--- src/rtl/branch_redirect_ctrl.sv ---
// Branch resolution and fetch-redirect sequencer: compares execute-stage outcomes
// against the front-end prediction, drives redirect/flush, predictor update and event counters.
module branch_redirect_ctrl #(
  parameter int XLEN  = 64,
  parameter int CNT_W = 32
) (
  input  logic             clk,
  input  logic             rst,
  input  logic             ex_valid_i,
  input  logic             is_b_type_i,
  input  logic             is_jump_i,
  input  logic             branch_taken_i,
  input  logic             pred_taken_i,
  input  logic [XLEN-1:0]  pred_target_i,
  input  logic [XLEN-1:0]  pc_i,
  input  logic [XLEN-1:0]  target_i,
  output logic             redirect_valid_o,
  output logic [XLEN-1:0]  redirect_pc_o,
  input  logic             redirect_ready_i,
  output logic             flush_o,
  output logic             upd_valid_o,
  output logic [XLEN-1:0]  upd_pc_o,
  output logic             upd_taken_o,
  output logic [XLEN-1:0]  upd_target_o,
  output logic [CNT_W-1:0] branch_cnt_o,
  output logic [CNT_W-1:0] mispred_cnt_o
);

  typedef enum logic {IDLE, REDIRECT} state_t;

  state_t state;

  logic            accept_p0;
  logic            is_ctrl_p0;
  logic            actual_taken_p0;
  logic            mispred_p0;
  logic [XLEN-1:0] correct_pc_p0;

  // Sequential fall-through PC; wraps at the top of the address space.
  function automatic logic [XLEN-1:0] seq_pc(input logic [XLEN-1:0] pc);
    return pc + XLEN'(4);
  endfunction

  function automatic logic [CNT_W-1:0] cnt_inc(input logic [CNT_W-1:0] cnt);
    return cnt + CNT_W'(1);
  endfunction

  // Stage p0: resolve the execute-stage instruction against its prediction
  always_comb begin
    accept_p0       = ex_valid_i & ~flush_o;
    is_ctrl_p0      = is_b_type_i | is_jump_i;
    actual_taken_p0 = is_jump_i | (is_b_type_i & branch_taken_i);
    if (is_ctrl_p0) begin
      mispred_p0 = (actual_taken_p0 != pred_taken_i) |
                   (actual_taken_p0 & pred_taken_i & (pred_target_i != target_i));
    end else begin
      mispred_p0 = pred_taken_i;
    end
    correct_pc_p0 = actual_taken_p0 ? target_i : seq_pc(pc_i);
  end

  // Stage p1: registered redirect, update strobe and counters
  always_ff @(posedge clk or posedge rst) begin
    if (rst) begin
      state            <= IDLE;
      redirect_valid_o <= 1'b0;
      flush_o          <= 1'b0;
      redirect_pc_o    <= '0;
      upd_valid_o      <= 1'b0;
      upd_pc_o         <= '0;
      upd_taken_o      <= 1'b0;
      upd_target_o     <= '0;
      branch_cnt_o     <= '0;
      mispred_cnt_o    <= '0;
    end else begin
      upd_valid_o <= accept_p0 & is_ctrl_p0;
      if (accept_p0 & is_ctrl_p0) begin
        upd_pc_o     <= pc_i;
        upd_taken_o  <= actual_taken_p0;
        upd_target_o <= target_i;
        branch_cnt_o <= cnt_inc(branch_cnt_o);
      end
      if (accept_p0 & mispred_p0) begin
        mispred_cnt_o <= cnt_inc(mispred_cnt_o);
      end

      case (state)
        IDLE: begin
          if (accept_p0 & mispred_p0) begin
            state            <= REDIRECT;
            redirect_valid_o <= 1'b1;
            flush_o          <= 1'b1;
            redirect_pc_o    <= correct_pc_p0;
          end
        end
        REDIRECT: begin
          // Target stays frozen until fetch takes it; wrong-path events are masked by flush_o.
          if (redirect_ready_i) begin
            state            <= IDLE;
            redirect_valid_o <= 1'b0;
            flush_o          <= 1'b0;
          end
        end
        default: begin
          state            <= IDLE;
          redirect_valid_o <= 1'b0;
          flush_o          <= 1'b0;
        end
      endcase
    end
  end

endmodule

--- config.mk ---
export PLATFORM = sky130hd
export DESIGN_NAME = branch_redirect_ctrl
export DESIGN_NICKNAME = d
export VERILOG_FILES = /design/src/rtl/branch_redirect_ctrl.sv
export SDC_FILE = /design/constraint.sdc
export NUM_CORES = 1
export LEC_CHECK = 0
export CORE_MARGIN = 1
export CORE_UTILIZATION = 30
export CTS_BUF_LIST = sky130_fd_sc_hd__clkbuf_16
export DETAILED_ROUTE_END_ITERATION = 10
export PLACE_DENSITY_LB_ADDON = 0.1
export SYNTH_ARGS = -nofsm -noshare
export SYNTH_HDL_FRONTEND = slang
export SYNTH_SLANG_ARGS = --single-unit
--- constraint.sdc ---
create_clock -name clk -period 21.9 [get_ports clk]
set_input_delay 4.38 -clock clk [delete_from_list [all_inputs] [get_ports clk]]
set_output_delay 4.38 -clock clk [all_outputs]
set_load 0.005 [all_outputs]
==> results.toml, run 1 <==
[setup_path]
path_class = "in2reg"
max_stage_delay_ns = 0.85
cp.arrival_ns = 9.29
crit_path_end_kind = "flip-flop"
path_delay_family = "buffers and inverters"
start_kind = "primary input"
critPathBufInv = 4
path_cells = "clkdlybuf4s50_1 -> a21oi_4 -> buf_4 -> inv_2 -> ha_1 -> nor4_1 -> nand4_1 -> o21ai_4 -> buf_4 -> mux2_2"
cpMostUsedCell = "buf_4"
cp_max_fo = 111
cp_slowest_cell = "buf_4"
required_ns = 22.32

[placement]
place_ws_ns = 12.54
dp_cells = 2127
portBuffers = 459
gp_congestion = 0.8693
hpwl_microns = 38180

[power]
p_per_area_mw_per_mm2 = 111.7
ir_drop_uv = 65.94
finalPower_mw = 2.129
leakage_nw = 7.663

[sta]
finalSetupViolations = 0
fmax_ghz = 0.1127
max_slew_margin = 0.2951
min_period_ns = 8.871
setup_tns_ns = 0
period_share = 0.4051
slew_violations = 0
setup_slack_ns = 13.03
rsz0062_at_grt = "false"
skew_ns = 0.009996
worst_pin_slew_ns = 1.057
hold_viol_final = 0
holdWs_ns = 0.4747

[die]
die_y_microns = 208.7
io_pins = 460
core_region_area_sq_mm = 0.04204
die_area_sq_mm = 0.04356
die_width_microns = 208.7
initial_core_util = 0.3049
rows = 75

[yosys]
muxShareOfSynthArea = 0.1471
synth_seq_cells = 260
ys_warn_count = 0
synth_edf_count = 0
synth_top_family_by_area = "simple AND/OR/NAND/NOR gates"
synth_xor_area_frac = 0.1237
synth_compound_area_frac = 0.03983
dominantRegCellSynth = "dfrtp_1"
synth_cell_types = 44
syn_area_per_cell_sq_um = 10.96
synthSimpleGateAreaFrac = 0.1600
synth_async_sr_flop_share = 1.000
syn-num-nets = 1373
synth_fa_ha_area_frac = 0.003905
yosysSeqAreaShare = 0.5076
syn_area_sq_mm = 0.01282
syn_inst = 1169

[layout]
mostFrequentLayoutCells = "clkdlybuf4s50_1 (459), dfrtp_1 (260), mux2_2 (131)"
syn_to_final_growth_pct = 48.74
finalNetCount = 1828
nFillCells = 4064
final_common_cell = "clkdlybuf4s50_1"
drive_above_1_share = 0.1244
fin_cells = 2190

[clock_network]
clock_latency_ns = 0.54
clockRootBuffer = "clkbuf_16"
clk_pin_slew_worst_paths_ns = 0.05
ctsHoldBuffers = 0
post_cts_buffers = 0
cts_max_path_buffers = 3
h-tree-depth = 2
post_cts_resize_count = 0
tritoncts = "yes"
cts_buffers = 34
clkSinkCount = 260

[routing]
vias = 10790
via_per_inst = 4.925
top_layer_used = "met5"
ant_nets = 0
wl_met3_microns = 3594
drc = 0
wl_met1_microns = 21220
first_pass_iters = 5
drt_iter0_markers = 573
wl_per_cell_microns = 22.51
routed-wl-met2_microns = 23640
drt_wl_total_microns = 49300

[job]
maxCapViolations = 0

[global_routing]
grt_usage = 0.2264
antenna_found_initial = 5
grt_pass1_wl_microns = 73120
grt_pass1_vias = 11060
overflow = 0
grt_max_degree = 116

[min_path]
hold_class = "reg2reg"

[status]
status = "complete, no violations"
Yosys cell counts, drive strengths merged (4+ instances only):
master  number  area share
buf         13      0.0047
clkbuf      37       0.011
inv          7      0.0021
and3        21       0.010
xnor2      126       0.086
xor2        55       0.038
nand2      122       0.036
dfrtp      260        0.51
nor4        28       0.015
and4         9      0.0062
a21oi       19      0.0074
ha           4      0.0039
mux2i       41       0.032
mux2       131        0.12
nor2        49       0.014
and2         6      0.0029
or2          7      0.0034
nand4       56       0.028
o21ai       65       0.025
nor3        31       0.012
or3          5      0.0024
a211oi       4      0.0023
nand3       49       0.019
stage by stage:
stage / util / instance area (sq um)
floorplan: - / 12820
global placement: 0.4284 / 18010
detailed placement: 0.4284 / 18010
CTS: 0.4533 / 19060
global route: 0.4533 / 19060
finish: 0.4535 / 19060
metal layers:
metal	GRT usage	vias up
met2	0.3751	381
met1	0.2896	5305
met3	0.06417	56
li1	-	5038
met5	0	-
met4	0.05705	6
cell families after synthesis:
family,count (synthesis)
flops,260
simple gates,399
mux,172
xor+xnor,181
fa+ha+maj,4
compound gates,95
buf+inv,58
worst register-to-register path, stage by stage (launching register included):
cell      delay [ns]
dfrtp_1         0.42
nor2b_1         0.15
o311ai_2        0.09
buf_4           0.31
nor2_1          0.13
o21ai_4         0.22
buf_4           0.85
mux2_2          0.54
registers in the layout (all words and copies together) (netlist names):
| signal | cells |
|---|---|
| state | 1 |
| upd_pc_o | 64 |
| branch_cnt_o | 32 |
| flush_o | 1 |
| redirect_pc_o | 64 |
| mispred_cnt_o | 32 |
| upd_target_o | 64 |
| upd_taken_o | 1 |
| upd_valid_o | 1 |
layout make-up:
| class | count | area, sq um | share of cell area |
|---|---|---|---|
| diodes | 3 | 7.507 | 0.0003938 |
| repair buffers | 469 | 4669 | 0.2449 |
| clock inverters | 23 | 121.4 | 0.006366 |
| clock buffers | 37 | 925.9 | 0.04857 |
| multi-input cells | 851 | 6122 | 0.3211 |
| flip-flops and latches | 260 | 6506 | 0.3413 |
| well taps | 539 | 674.4 | 0.03537 |
| inverters | 8 | 37.54 | 0.001969 |
power by group:
group          internal (mW)  switching [mW]
logic                  0.510           0.303
clock network          0.313           0.215
registers              0.675           0.113
final timing paths:
| kind | from | endpoint | slack (ns) | cells past startpoint |
|---|---|---|---|---|
| setup / recovery | is_b_type_i | redirect_pc_o[51] | 13.03 | 10 |
| hold / removal | redirect_pc_o[49] | redirect_pc_o[49] | 0.47 | 1 |
| setup reg to reg | flush_o | redirect_pc_o[51] | 19.08 | 7 |
| hold reg to reg | redirect_pc_o[49] | redirect_pc_o[49] | 0.47 | 1 |
| max in group asynchronous | rst | redirect_pc_o[46] | 15.88 | 3 |
| min in group asynchronous | rst | upd_pc_o[0] | 4.43 | 2 |
Power figures use the tool's default switching activity.
==> run 2, diff against run 1 <==
- clock period: 21.9 -> 8.75 ns (I/O delays scaled with it)
==> run 2 against run 1 <==
Against the previous run: cell area fell by 0.16%; die area unchanged; largest cell class unchanged; setup slack worse by 9.0 ns; utilization down 0.071 points; largest power group unchanged; flip-flop and latch count stayed put; critical path type unchanged; via count shrank 0.60%; highest routed layer unchanged; non-clock buffer count up 1; sequential power increased to 2.5 times the previous value; critical path depth unchanged; power grew 150%.
==> results.toml, run 2 (synthesis results as in run 1) <==
[die]
initial_core_util = 0.3049
rows = 75
io_pins = 460
die_width_microns = 208.7
core_region_area_sq_mm = 0.04204
die_area_sq_mm = 0.04356
die_y_microns = 208.7

[routing]
drt_iter0_markers = 627
drt_wl_total_microns = 49230
wl_per_cell_microns = 22.51
vias = 10720
drc = 0
via_per_inst = 4.902
first_pass_iters = 5
ant_nets = 0

[setup_path]
path_class = "in2reg"
cp_slowest_cell = "buf_4"
cp_max_fo = 77
required_ns = 9.18
start_kind = "primary input"
max_stage_delay_ns = 0.58
critPathBufInv = 4
cpMostUsedCell = "buf_4"
cp.arrival_ns = 5.18
path_cells = "clkdlybuf4s50_1 -> a21oi_4 -> inv_2 -> ha_1 -> o311ai_2 -> buf_4 -> nor2_1 -> o21ai_4 -> buf_4 -> mux2_2"
path_delay_family = "buffers and inverters"
regToRegSetupSlack_ns = 6.16
crit_path_end_kind = "flip-flop"

[clock_network]
clkSinkCount = 260
tritoncts = "yes"
clockRootBuffer = "clkbuf_16"
post_cts_resize_count = 0
cts_max_path_buffers = 3
clk_pin_slew_worst_paths_ns = 0.06
ctsHoldBuffers = 0
clock_latency_ns = 0.55
h-tree-depth = 2
cts_buffers = 34
post_cts_buffers = 0

[power]
power_frac_clock = 0.243
ir_drop_uv = 137.0
seq_power_share = 0.373
switchingPower_mw = 1.584
combPwrFrac = 0.384
p_per_area_mw_per_mm2 = 278.6
p_sw_frac = 0.2987
leakage_nw = 7.647
p_int_mw = 3.719

[placement]
place_ws_ns = 3.409
portBuffers = 459
gp_congestion = 0.8204
hpwl_microns = 37870

[layout]
drive_above_1_share = 0.1241
syn_to_final_growth_pct = 48.51
reg_top3 = "redirect_pc_o: 64 flops, upd_pc_o: 64 flops, upd_target_o: 64 flops"
finalNetCount = 1829
nFillCells = 3987
final_common_cell = "clkdlybuf4s50_1"
mostFrequentLayoutCells = "clkdlybuf4s50_1 (459), dfrtp_1 (260), mux2_2 (131)"

[sta]
hold_viol_final = 0
fmax_ghz = 0.2105
finalSetupViolations = 0
period_share = 0.5429
setup_tns_ns = 0
worst_pin_slew_ns = 0.9877
skew_ns = 0.01285
min_period_ns = 4.750
slew_violations = 0
setup_slack_ns = 4.000
max_slew_margin = 0.3415
rsz0062_at_grt = "false"

[status]
status = "complete, no violations"

[global_routing]
antenna_found_initial = 4
grt_pass1_vias = 10840
grt_usage = 0.2263
overflow = 0
grt_max_degree = 158
grt_pass1_wl_microns = 73420

[job]
maxCapViolations = 0

[min_path]
hold_class = "reg2reg"
## run 2: final timing paths
| check | startpoint | cells past startpoint | to |
|---|---|---|---|
| worst max-delay path | is_b_type_i | 10 | redirect_pc_o[51] |
| worst min-delay path | mispred_cnt_o[31] | 1 | mispred_cnt_o[31] |
| worst max register to register | flush_o | 4 | upd_target_o[35] |
| worst min register to register | mispred_cnt_o[31] | 1 | mispred_cnt_o[31] |
| max in group asynchronous | rst | 4 | redirect_pc_o[49] |
| min in group asynchronous | rst | 3 | upd_pc_o[8] |
## run 2: power groups by stage
stage                     clock (mW)  combinational [mW]  sequential [mW]
after floorplan                    0               0.653             2.01
after global placement             0                2.06             1.97
after detailed placement           0                2.06             1.99
after CTS                       1.33                2.07             1.98
after global routing            1.38                2.18             2.04
final                           1.29                2.04             1.98
## run 2: metal layers
metal / vias to the layer above / share of wire / global-route usage
met5: - / 0.00026 / 0
met4: 2 / 0.012 / 0.04589
met3: 42 / 0.076 / 0.07529
met2: 359 / 0.48 / 0.3711
met1: 5279 / 0.43 / 0.2896
li1: 5039 / - / -
## run 2: area by class of cell
type,count,area (sq um),share of cell area
repair buffers,470,4690,0.2464
well taps,539,674.4,0.03543
clock inverters,18,72.57,0.003813
multi-input cells,851,6122,0.3216
flip-flops and latches,260,6506,0.3418
inverters,8,33.78,0.001775
clock buffers,37,925.9,0.04864
diodes,4,10.01,0.0005259
## run 2: worst reg2reg max path: stages, from the launching register on
cell	delay, ns
dfrtp_1	0.43
nor2b_1	0.32
nor2b_4	0.47
buf_4	0.72
mux2_2	0.53
## run 2: stage by stage
step	cells	total power, mW	hold WS [ns]	cell area (sq um)	util
2_1_floorplan	1169	2.659	0.4647	12820	-
3_3_place_gp	2128	4.028	0.4597	18030	0.4288
3_5_place_dp	2128	4.055	0.4608	18030	0.4288
4_1_cts	2183	5.387	0.4679	19020	0.4525
5_1_grt	2185	5.610	0.4968	19030	0.4526
6_report	2187	5.303	0.4633	19030	0.4528
